File: src/rtl/memory_stage.sv
// rtl/memory_stage.sv - RISC-V MEM pipeline stage: data-memory handshake, branch resolve, MEM/WB register
//
// Purpose:
//   Issues loads/stores from the EX/MEM register over a req/ready handshake
//   that may insert wait states. Stalls upstream while an access is open and
//   aborts it after MEM_TIMEOUT wait cycles. Resolves branch/jump redirection
//   and owns the MEM/WB register.
//
// Ports:
//   clk, rst                 clock, synchronous active-low reset
//   RegWriteM..ZeroM         EX/MEM control bits and ALU zero flag
//   ALUResultM, ReadData2_M  address / ALU result, store data
//   WriteAddr_M, PCTargetM   destination register, branch/jump target
//   dmem_req/we/addr/wdata   data-memory request channel
//   dmem_ready, dmem_rdata   data-memory completion and load data
//   stall_mem                freezes PC, IF/ID, ID/EX and EX/MEM
//   PCSrcM, PCTargetOut      fetch redirection
//   RegWriteW..WriteAddr_W   MEM/WB register outputs
//   mem_err                  one-cycle pulse after a timeout abort

module memory_stage #(
    parameter int MEM_TIMEOUT = 15
) (
    input  logic        clk,
    input  logic        rst,
    input  logic        RegWriteM,
    input  logic        MemReadM,
    input  logic        MemWriteM,
    input  logic        MemtoRegM,
    input  logic        BranchM,
    input  logic        BNEM,
    input  logic        JMPM,
    input  logic        ZeroM,
    input  logic [31:0] ALUResultM,
    input  logic [31:0] ReadData2_M,
    input  logic [4:0]  WriteAddr_M,
    input  logic [31:0] PCTargetM,
    output logic        dmem_req,
    output logic        dmem_we,
    output logic [31:0] dmem_addr,
    output logic [31:0] dmem_wdata,
    input  logic        dmem_ready,
    input  logic [31:0] dmem_rdata,
    output logic        stall_mem,
    output logic        PCSrcM,
    output logic [31:0] PCTargetOut,
    output logic        RegWriteW,
    output logic        MemtoRegW,
    output logic [31:0] ReadDataW,
    output logic [31:0] ALUResultW,
    output logic [4:0]  WriteAddr_W,
    output logic        mem_err
);

    typedef enum logic {
        S_IDLE,
        S_WAIT
    } state_t;

    localparam logic [7:0] TIMEOUT = MEM_TIMEOUT[7:0];

    state_t      state_q, state_d;
    logic [7:0]  cnt_q, cnt_d;
    logic        access;
    logic        is_load;
    logic        abort;

    logic        reg_write_q, mem_to_reg_q, mem_err_q;
    logic [31:0] read_data_q, alu_result_q;
    logic [4:0]  write_addr_q;

    assign access  = MemReadM | MemWriteM;
    // A simultaneous read+write is treated as a store: no load data captured.
    assign is_load = MemReadM & ~MemWriteM;

    assign dmem_we    = MemWriteM;
    assign dmem_addr  = ALUResultM;
    assign dmem_wdata = ReadData2_M;

    assign PCSrcM      = JMPM | (BranchM & ZeroM) | (BNEM & ~ZeroM);
    assign PCTargetOut = PCTargetM;

    always_comb begin
        state_d  = state_q;
        cnt_d    = cnt_q;
        dmem_req = 1'b0;
        abort    = 1'b0;
        case (state_q)
            S_IDLE: begin
                dmem_req = access;
                if (access && !dmem_ready) begin
                    state_d = S_WAIT;
                    cnt_d   = 8'd1;
                end
            end
            S_WAIT: begin
                dmem_req = 1'b1;
                if (dmem_ready) begin
                    state_d = S_IDLE;
                    cnt_d   = 8'd0;
                end else if (cnt_q == TIMEOUT) begin
                    abort   = 1'b1;
                    state_d = S_IDLE;
                    cnt_d   = 8'd0;
                end else if (cnt_q != 8'hFF) begin
                    cnt_d = cnt_q + 8'd1;
                end
            end
            default: begin
                state_d = S_IDLE;
                cnt_d   = 8'd0;
            end
        endcase
    end

    // Low in both the completion cycle and the abort cycle so upstream
    // advances exactly when the MEM/WB register takes its final value.
    assign stall_mem = dmem_req & ~dmem_ready & ~abort;

    always_ff @(posedge clk) begin
        if (!rst) begin
            state_q      <= S_IDLE;
            cnt_q        <= 8'd0;
            reg_write_q  <= 1'b0;
            mem_to_reg_q <= 1'b0;
            read_data_q  <= 32'h0;
            alu_result_q <= 32'h0;
            write_addr_q <= 5'd0;
            mem_err_q    <= 1'b0;
        end else begin
            state_q   <= state_d;
            cnt_q     <= cnt_d;
            mem_err_q <= abort;
            if (abort) begin
                reg_write_q  <= 1'b0;
                mem_to_reg_q <= 1'b0;
                read_data_q  <= 32'h0;
            end else if (stall_mem) begin
                // Bubble; data fields hold since nothing consumes them.
                reg_write_q  <= 1'b0;
                mem_to_reg_q <= 1'b0;
            end else begin
                reg_write_q  <= RegWriteM;
                mem_to_reg_q <= MemtoRegM;
                alu_result_q <= ALUResultM;
                write_addr_q <= WriteAddr_M;
                read_data_q  <= is_load ? dmem_rdata : 32'h0;
            end
        end
    end

    assign RegWriteW   = reg_write_q;
    assign MemtoRegW   = mem_to_reg_q;
    assign ReadDataW   = read_data_q;
    assign ALUResultW  = alu_result_q;
    assign WriteAddr_W = write_addr_q;
    assign mem_err     = mem_err_q;

endmodule

File: config.mk
export PLATFORM = sky130hd
export DESIGN_NAME = memory_stage
export DESIGN_NICKNAME = d
export VERILOG_FILES = /design/src/rtl/memory_stage.sv
export SDC_FILE = /design/constraint.sdc
export NUM_CORES = 1
export LEC_CHECK = 0
export ABC_AREA = 1
export ABC_CLOCK_PERIOD_IN_PS = 1400
export CORE_AREA = 2 2 123 125
export CTS_CLUSTER_DIAMETER = 40
export CTS_CLUSTER_SIZE = 40
export DETAILED_ROUTE_END_ITERATION = 6
export DIE_AREA = 0 0 125 127
export GPL_ROUTABILITY_DRIVEN = 0
export HOLD_SLACK_MARGIN = 0.15
export PLACE_DENSITY = 0.71
export SLEW_MARGIN = 40
export SYNTH_ARGS = -nofsm -noshare
export SYNTH_HDL_FRONTEND = slang
export SYNTH_SLANG_ARGS = --single-unit
File: constraint.sdc
create_clock -name clk -period 1.4 [get_ports clk]
set_clock_uncertainty 0.05 [all_clocks]
set_input_delay 0.35 -clock clk [delete_from_list [all_inputs] [get_ports clk]]
set_output_delay 0.35 -clock clk [all_outputs]
set_load 0.03 [all_outputs]
==> results of run 1 <==
-- worst min-delay path by stage --
| stage | startpoint | endpoint | cells after the start |
|---|---|---|---|
| final | ALUResultM[27] | ALUResultW[27] | 3 |
| after global routing | ALUResultM[27] | ALUResultW[27] | 3 |
| after CTS | ALUResultM[17] | ALUResultW[17] | 3 |
| after detailed placement | ALUResultW[5] | ALUResultW[5] | 2 |
| after global placement | ALUResultW[25] | ALUResultW[25] | 2 |
| after floorplan | MemtoRegM | MemtoRegW | 2 |
-- routing by layer --
layer / vias up / part of all wire [%]
li1: 1931 / -
met1: 1771 / 41
met2: 135 / 49
met3: 45 / 6.8
met4: 0 / 3.5
met5: - / 0
-- what timing repair did --
item | in CTS | in global routing
endpoints found under the setup margin | 112 | 82
pin swaps | 12 | 4
setup buffers | 8 | 9
resized for setup | 101 | 72
hold buffers | 0 | 0
cloned | 4 | 9
-- flip-flops by register name (all words and copies together), names as in the netlist --
signal,count
ALUResultW,32
MemtoRegW,1
ReadDataW,32
RegWriteW,1
WriteAddr_W,5
cnt_q,8
mem_err,1
state_q,1
-- final cells by class --
type                       count  area [µm²]
clock buffer                  11         233
clock inverter                 5        56.3
multi-input combinational    307        1520
tap                          184         230
timing repair buffer         272        2840
fill                        1410        7800
inverter                      31         123
sequential                    81        1630
-- critical path: stages (launching register included) --
cell and delay, ns:
dfxtp_2 0.35, ha_4 0.16, nand3_4 0.09, nor2_4 0.12, nand2_4 0.08, nand2_8 0.07, clkinvlp_4 0.07, buf_6 0.13
-- cells by family after synthesis --
logic type | after synthesis | synth area share [%]
buffers and inverters | 153 | 25.0
DFF | 81 | 40.1
AOI/OAI and AO/OA | 83 | 11.3
and+or+nand+nor | 223 | 23.4
adders and majority gates | 1 | 0.309
-- where the power goes --
group	switching, mW	leakage [nW]	total [mW]	internal, mW
Combinational	0.857	2.39	1.66	0.799
Sequential	0.0760	0.667	2.51	2.44
Clock	0.944	0.139	2.32	1.38
Total	1.88	3.20	6.49	4.62
-- per-stage QoR --
step	std cells	instance area [µm²]	setup TNS, ns	hold slack [ns]	util [%]
after floorplan	541	4080	-0.188	0.412	-
after global placement	847	5630	-32.93	0.397	39.1
after detailed placement	847	5630	-33.66	0.401	39.1
after CTS	873	6220	-7.67	0.374	43.1
after global routing	891	6620	-12.03	0.261	45.9
final	891	6620	-7.99	0.270	45.9
-- cell usage in the layout (no fill, tap or decap), types with 2 or more instances in the layout --
cell type        count
buf_4              109
nand4_1              7
nand2_2             11
o21ai_1             16
nor2_4               3
clkinvlp_4           2
dlymetal6s2s_1      16
buf_12              17
dfxtp_1             78
dlygate4sd2_1       22
clkinv_2             2
clkbuf_1             2
clkdlybuf4s15_2      4
buf_8                2
a21oi_1             48
nand2_8              2
dfxtp_2              3
a21oi_2              7
clkdlybuf4s50_1     41
clkbuf_16           16
nand2_1            135
nand3_4              2
inv_1               25
buf_6               41
nand2_4              5
inv_2                4
o21ai_2              2
buf_16               3
buf_2                8
nand3_1             15
nor2_1              41
o211ai_1             6
o21ai_0              3
==> impl_results.md, run 1 <==
- Outcome: complete, but fails checks
- Failing checks: setup timing
- Pin count of the biggest net entering global routing: 33
- Worst Path Max Fanout: 2
- DR vias: between 3k and 4k
- Post-synthesis sequential area ratio: 40.1%
- Max Clk Rate: between 500 and 600 MHz
- Number of port buffers: 187
- Power Total: 6.49 mW
- Post-route DRC violation count: 0
- Ys async rst share: 0%
- H-tree levels: 3
- CTS Buffer Depth: 2
- Distinct cell type count after synthesis: 26
- Crit Reg-Reg Endpoint: cnt_q[4]
- Dpl hpwl: 8.72 mm
- CP endpoint kind: output port
- GR Util met1: 17.7%
- Die extent in x: ~130 µm
- Worst skew pair latency: 0.33 ns
- Synthesized Nets: about 690
- Synthesized cell area: 4040 µm²
- Count leader, synth: nand2_1
- Ys Warns: 0
- Slew Limit Fails: 0
- Pwr dens: 980 nW/µm²
- CP arrival: 1.40 ns
- Tcrit/Tclk final: 128%
- CTS tree: built
- Chip Height: 127 µm
- Clk slew on worst S/H paths: 0.06 ns
- Crit. Startpoint: cnt_q[1]
- Crit Path Class: flop to output port
- Num ports: 316
- Worst Setup Start Kind: flop
- Final setup viols: 42
- Post-synth EDFFs: 0
- Top cells by count, synth: 143 x nand2_1, 97 x buf_4, 81 x dfxtp_1, 49 x a21oi_1, 42 x nor2_1
- Drt total wl: between 10 and 15 mm
- Synth Instances: about 540
- Pre-Repair DR Iteration Count: 4
- Synth area leader: dfxtp_1
- M3 GR Usage: 4.98%
- Crit path time final: 1.80 ns
- Diodes inserted: 0
- Worst Path Required: 1.00 ns
- Initial Utilization: 28.0%
- Reg2Reg Launch Point: cnt_q[1]
- Num CTS Buffers: 9
- Antenna viol nets, final: 0
- Met2 usage: 24.2%
- Worst R2R Path Depth: 11
- Initial antenna violation count: 0
- CP endpoint: stall_mem
- GR Overflow Total: 0
- Worst setup margin: -0.399 ns
- Post-synth top area share: 40.1%
- Slew margin rel.: 75.7%
- WL/cell: 14.7 µm
- Leakage dissipation: 3.20 nW
- Tot GR Track Use: 14.9%
- Die area: 15900 µm²
- Peak supply drop: 0.000611 V
- R2R setup slack: -0.38 ns
- Count of final hold-check violations: 0
- Most used routing layer: met2
- DR iter-0 viols: approximately 170
- Area Overhead vs Synth: 63.8%
- DP Worst Slack: -0.451 ns
- Mapped Avg Cell Area: 7.47 µm²
- NumNets Final: between 800 and 900
- Post-synthesis register bit count: 81
- Placeable Area: 14400 µm²
- Hold/Removal Path Class: input port to flop
- Cell Rows: 44
- Fraction of layout instances using a drive strength above 1: 35.5%
- Clock sink total: 81
- Vias per cell: 4.36
- First-pass GRT wire length: 18.9 mm
- Root Driver: clkbuf_16
- Post-synth top flop: dfxtp_1
- RSZ-0062 raised after global routing: true
- Synth area leaders: dfxtp_1 40%, buf_4 18%, nand2_1 13%
- Vias in the first global route: 3703
- MaxCap Viol Count: 0
- Slew of the pin with the lowest slew margin: ~0.36 ns
No activity file was read; power rests on OpenSTA's default activity.
==> inputs of run 2 (changes only) <==
--- a/config.mk
+++ b/config.mk
@@ -6,15 +6,15 @@
 export NUM_CORES = 1
 export LEC_CHECK = 0
 export ABC_AREA = 1
-export ABC_CLOCK_PERIOD_IN_PS = 1400
-export CORE_AREA = 2 2 123 125
+export ABC_CLOCK_PERIOD_IN_PS = 2110
+export CORE_AREA = 2 2 121 123
 export CTS_CLUSTER_DIAMETER = 40
 export CTS_CLUSTER_SIZE = 40
 export DETAILED_ROUTE_END_ITERATION = 6
-export DIE_AREA = 0 0 125 127
+export DIE_AREA = 0 0 123 125
 export GPL_ROUTABILITY_DRIVEN = 0
 export HOLD_SLACK_MARGIN = 0.15
-export PLACE_DENSITY = 0.71
+export PLACE_DENSITY = 0.7
 export SLEW_MARGIN = 40
 export SYNTH_ARGS = -nofsm -noshare
 export SYNTH_HDL_FRONTEND = slang
==> constraint.sdc (replaced) <==
create_clock -name clk -period 2.11 [get_ports clk]
set_clock_uncertainty 0.05 [all_clocks]
set_input_delay 0.5275 -clock clk [delete_from_list [all_inputs] [get_ports clk]]
set_output_delay 0.5275 -clock clk [all_outputs]
set_load 0.03 [all_outputs]
==> impl_results.md, run 2 (synthesis gave the netlist of run 1 again) <==
- Tot GR Track Use: 14.8% (-0.089 points)
- Power Total: 4.20 mW (-35%)
- Initial antenna violation count: 0 (unchanged)
- Clk slew on worst S/H paths: 0.06 ns (about the same)
- Clock sink total: 81 (unchanged)
- Crit. Startpoint: cnt_q[0]
- Count of final hold-check violations: 0 (unchanged)
- NumNets Final: 791 (-6.6%)
- H-tree levels: 3 (unchanged)
- Area of the multi-input gates: 1430 µm² (-5.6%)
- Outcome: finished clean
- GR Overflow Total: 0 (unchanged)
- Fraction of layout instances using a drive strength above 1: 16.7% (-19 points)
- Antenna viol nets, final: 0 (unchanged)
- Crit path time final: 2.04 ns
- CP arrival: 1.47 ns (+0.07 ns)
- DR vias: 3501 (-9.8%)
- FILL cells: 1472 (+4.4%)
- R2R setup slack: 0.52 ns (+0.90 ns)
- Vias per cell: 4.19 (-3.8%)
- Fin util: 40.5% (-5.4 points)
- Dpl hpwl: 8.05 mm (-7.7%)
- Drt total wl: 11.2 mm (-15%)
- Tcrit/Tclk final: between 90 and 100%
- Slew of the pin with the lowest slew margin: 0.356 ns (-0.00855 ns)
- Slew margin rel.: 76.2% (+0.50 points)
- MaxCap Viol Count: 0 (unchanged)
- Pwr dens: 729 nW/µm² (-26%)
- Commonest non-fill, non-tap cell in the layout: clkdlybuf4s50_1
- Die extent in x: 123 µm (-1.6%)
- Crit Path Class: flop to output port
- Num ports: 316 (unchanged)
- Leakage dissipation: 2.40 nW (-25%)
- Cell Rows: 44 (unchanged)
- Number of port buffers: 187 (unchanged)
- Worst Setup Start Kind: flop
- Pre-Repair DR Iteration Count: 4 (unchanged)
- First-pass GRT wire length: 17.6 mm (-6.6%)
- CTS tree: built
- Worst skew pair latency: 0.34 ns (about the same)
- Diodes inserted: 0 (unchanged)
- Final setup viols: 0 (-100%)
- Num CTS Buffers: 9 (unchanged)
- M3 GR Usage: 4.61% (-0.38 points)
- Worst Path Max Fanout: 3 (+1)
- Most used routing layer: met2
- Hold/Removal Path Class: flop to flop
- Crit Reg-Reg Endpoint: ReadDataW[5]
- CP endpoint kind: output port
- Worst Hold Endpoint: ALUResultW[21]
- Met2 usage: 24.0% (-0.25 points)
- Commonest non-fill, non-tap cells in the layout: 148 x clkdlybuf4s50_1, 143 x nand2_1, 80 x dfxtp_1
- FF/Latch Area: 1620 µm² (-0.15%)
- Slew Limit Fails: 0 (unchanged)
- Die area: 15400 µm² (-3.1%)
- Initial Utilization: 28.5% (+0.43 points)
- Peak supply drop: 0.000328 V (-46%)
- Area Overhead vs Synth: 42.4%
- Hold path depth: 2 (-1)
- Worst Path Required: 1.53 ns (+0.53 ns)
- Reg2Reg Launch Point: cnt_q[0]
- WL/cell: 13.4 µm (-9.0%)
- Hold Startpoint: ALUResultW[21]
- Pin count of the biggest net entering global routing: 52 (+58%)
- Root Driver: clkbuf_16
- Placeable Area: 14200 µm² (-1.5%)
- CTS Buffer Depth: 2 (unchanged)
- GR Util met1: 17.5% (-0.24 points)
- Worst R2R Path Depth: 8 (-3)
- DR iter-0 viols: 92 (-47%)
- Post-route DRC violation count: 0 (unchanged)
- Vias in the first global route: 3476 (-6.1%)
- RSZ-0062 raised after global routing: false
- Chip Height: 125 µm (-1.6%)
- Max Clk Rate: 490 MHz
- Cts hold-fix bufs: 0 (unchanged)
==> run 2: area by class of cell <==
class,instances,area share [%]
Multi-Input combinational cell,307,24.9
Timing Repair Buffer,216,35.6
Tap cell,184,4.00
Clock inverter,5,1.09
Inverter,31,2.06
Sequential cell,81,28.2
Clock buffer,11,4.21
==> run 2: worst max-delay path: stages, from the launching register on <==
cell,delay [ns]
dfxtp_1,0.37
ha_4,0.17
nand3_4,0.09
nor2_4,0.15
nand2_4,0.08
nand2_8,0.08
inv_1,0.05
buf_6,0.13
==> run 2: worst max path at each step <==
stage                 to  cells after the start
6_report       stall_mem                      7
5_1_grt        stall_mem                      7
4_1_cts        stall_mem                      7
3_5_place_dp   stall_mem                      8
3_3_place_gp   stall_mem                      8
2_1_floorplan  stall_mem                      7
==> run 2: stage by stage <==
step	area, µm²	setup WS [ns]	std cells	setup TNS, ns	hold WS [ns]
2_1_floorplan	4040	0.123	541	0	0.435
6_report	5760	0.0674	835	0	0.409
3_5_place_dp	5410	-0.0804	816	-0.108	0.401
5_1_grt	5760	0.00447	835	0	0.431
3_3_place_gp	5410	-0.0751	816	-0.0751	0.397
4_1_cts	5730	0.00709	834	0	0.411
==> run 2: where the power goes <==
part | switching (mW) | internal [mW]
sequential | 0.0450 | 1.62
combinational | 0.509 | 0.421
clock | 0.652 | 0.956
==> run 2: what timing repair did <==
item	CTS	global route
endpoints found under the setup margin	1	1
pin swaps	2	2
setup buffers	2	1
resized for setup	6	3
==> run 2: layer usage <==
metal / vias to the layer above / wire [µm]
met2: 116 / 5330
met1: 1528 / 4670
met4: 0 / 332
met5: - / 0
met3: 35 / 831
li1: 1822 / -
==> inputs of run 3 (changes only) <==
--- a/config.mk
+++ b/config.mk
@@ -6,15 +6,15 @@
 export NUM_CORES = 1
 export LEC_CHECK = 0
 export ABC_AREA = 1
-export ABC_CLOCK_PERIOD_IN_PS = 2110
-export CORE_AREA = 2 2 121 123
+export ABC_CLOCK_PERIOD_IN_PS = 2050
+export CORE_AREA = 2 2 123 125
 export CTS_CLUSTER_DIAMETER = 40
 export CTS_CLUSTER_SIZE = 40
 export DETAILED_ROUTE_END_ITERATION = 6
-export DIE_AREA = 0 0 123 125
+export DIE_AREA = 0 0 125 127
 export GPL_ROUTABILITY_DRIVEN = 0
 export HOLD_SLACK_MARGIN = 0.15
-export PLACE_DENSITY = 0.7
+export PLACE_DENSITY = 0.68
 export SLEW_MARGIN = 40
 export SYNTH_ARGS = -nofsm -noshare
 export SYNTH_HDL_FRONTEND = slang
==> constraint.sdc (replaced) <==
create_clock -name clk -period 2.05 [get_ports clk]
set_clock_uncertainty 0.05 [all_clocks]
set_input_delay 0.5125 -clock clk [delete_from_list [all_inputs] [get_ports clk]]
set_output_delay 0.5125 -clock clk [all_outputs]
set_load 0.03 [all_outputs]
==> impl_results.md, run 3 (synthesis gave the netlist of run 1 again) <==
- Num CTS Buffers: 9 (unchanged)
- Pwr dens: 783 nW/µm² (+7.4%)
- Crit path time final: 1.97 ns
- Slew Limit Fails: 0 (unchanged)
- CP max stage cell: dfxtp_4
- CP arrival: 1.41 ns (-0.06 ns)
- Cts hold-fix bufs: 0 (unchanged)
- Number of port buffers: 187 (unchanged)
- Hold/Removal Path Class: flop to flop
- Max Clk Rate: a little over 500 MHz
- Tot GR Track Use: 13.8% (-1.0 points)
- Placed insts: 815 (-0.12%)
- Dpl hpwl: 8.34 mm (+3.7%)
- Num ports: 316 (unchanged)
- Crit Path Class: flop to output port
- Vias in the first global route: 3375 (-2.9%)
- Die extent in x: 125 µm (+1.6%)
- Area Overhead vs Synth: 43.1%
- Final setup viols: 0 (unchanged)
- Root Driver: clkbuf_16
- Slew of the pin with the lowest slew margin: 0.362 ns (+0.00532 ns)
- Vias per cell: 4.29 (+2.3%)
- Cell Rows: 44 (unchanged)
- Cell Chain, Critical Path: ha_4 > nand3_4 > nor2_4 > nand2_4 > nand2_8 > inv_1 > buf_6
- Drt total wl: 11.3 mm (+1.1%)
- Worst Path Required: 1.49 ns (-0.04 ns)
- Area of the multi-input gates: 1430 µm² (unchanged)
- DR vias: 3574 (+2.1%)
- Worst Setup Start Kind: flop
- Outcome: finished clean
- Area after DPL: 5400 µm² (-0.14%)
- Worst setup margin: 0.0796 ns (+0.0122 ns)
- NumNets Final: 789 (-0.25%)
- Fraction of layout instances using a drive strength above 1: 16.6% (-0.10 points)
- Final Cell Area: 5790 µm² (+0.50%)
- Count of final hold-check violations: 0 (unchanged)
- Post-route DRC violation count: 0 (unchanged)
- DR iter-0 viols: 139 (+51%)
- Placeable Area: 14400 µm² (+1.6%)
- First-pass GRT wire length: 17.4 mm (-1.1%)
- Slew margin rel.: 75.8% (-0.36 points)
- Peak supply drop: 0.000421 V (+28%)
- Worst Path Max Fanout: 3 (unchanged)
- CTS tree: built
- Initial Utilization: 28.0% (-0.43 points)
- Fin util: 40.1% (-0.42 points)
- RSZ-0062 raised after global routing: false
- Hold slack final: 0.410 ns (+0.000195 ns)
- Slowest stage delay, CP: 0.36 ns (about the same)
- CP endpoint kind: output port
- Die area: 15900 µm² (+3.3%)
- Clk slew on worst S/H paths: 0.06 ns (about the same)
- Finished Layout Cells: 833 (-0.24%)
- Power Total: 4.53 mW (+8.0%)
- Commonest non-fill, non-tap cell in the layout: clkdlybuf4s50_1
- Diodes inserted: 0 (unchanged)
- Pin count of the biggest net entering global routing: 43 (-17%)
- Leakage dissipation: 2.41 nW (+0.56%)
- Antenna viol nets, final: 0 (unchanged)
- WL/cell: 13.5 µm (+1.4%)
- Chip Height: 127 µm (+1.6%)
- FF/Latch Area: 1630 µm² (+0.23%)
- Worst skew pair latency: 0.33 ns (about the same)
- MaxCap Viol Count: 0 (unchanged)
- FILL cells: 1494 (+1.5%)
- GR Overflow Total: 0 (unchanged)
- H-tree levels: 3 (unchanged)
- Sum Neg Setup Slack: 0 ns (unchanged)
- Clock sink total: 81 (unchanged)
- DP Worst Slack: -0.0752 ns (+0.00519 ns)
- Initial antenna violation count: 0 (unchanged)
- Tcrit/Tclk final: 96.1%
- CTS Buffer Depth: 2 (unchanged)
- Commonest non-fill, non-tap cells in the layout: 148 x clkdlybuf4s50_1, 143 x nand2_1, 79 x dfxtp_1
- Pre-Repair DR Iteration Count: 5 (+1)
run 3: report_power, final:
part / leakage, nW / internal (mW) / switching [mW]
Sequential: 0.667 / 1.66 / 0.0460
Clock: 0.166 / 1.22 / 0.643
Combinational: 1.58 / 0.434 / 0.525
run 3: final cells by class:
class,instances,area share [%]
clock buffer,11,4.19
clock inverter,5,1.77
inverter,31,2.05
multi-input combinational,307,24.8
sequential,81,28.1
tap,184,3.98
timing repair buffer,214,35.1
run 3: critical path, delay by kind of cell, from the launching register on:
family | cells | cell delay [ns]
buffers and inverters | 2 | 0.18
adder cells (fa/ha/maj) | 1 | 0.14
AND/OR/NAND/NOR | 4 | 0.39
flip-flops | 1 | 0.36
run 3: repair_timing:
item	CTS	global route
endpoints found under the setup margin	1	1
resized for setup	7	4
pin swaps	2	2
setup buffers	2	0
run 3: routing by layer:
layer  wire (µm)  vias up  part of all wire [%]  GRT usage [%]
met4         364        0                   3.2           6.80
met5           0        -                     0              0
met1        4700     1603                    42           15.9
met2        5460      125                    48           22.8
met3         762       30                   6.8           4.90
li1            -     1816                     -              -
run 3: worst paths after layout:
kind / end / cells past startpoint / slack, ns / start
setup / recovery: stall_mem / 7 / 0.08 / cnt_q[1]
hold / removal: ALUResultW[9] / 2 / 0.41 / ALUResultW[9]
setup reg to reg: cnt_q[7] / 10 / 0.47 / cnt_q[1]
hold reg to reg: ALUResultW[9] / 2 / 0.41 / ALUResultW[9]
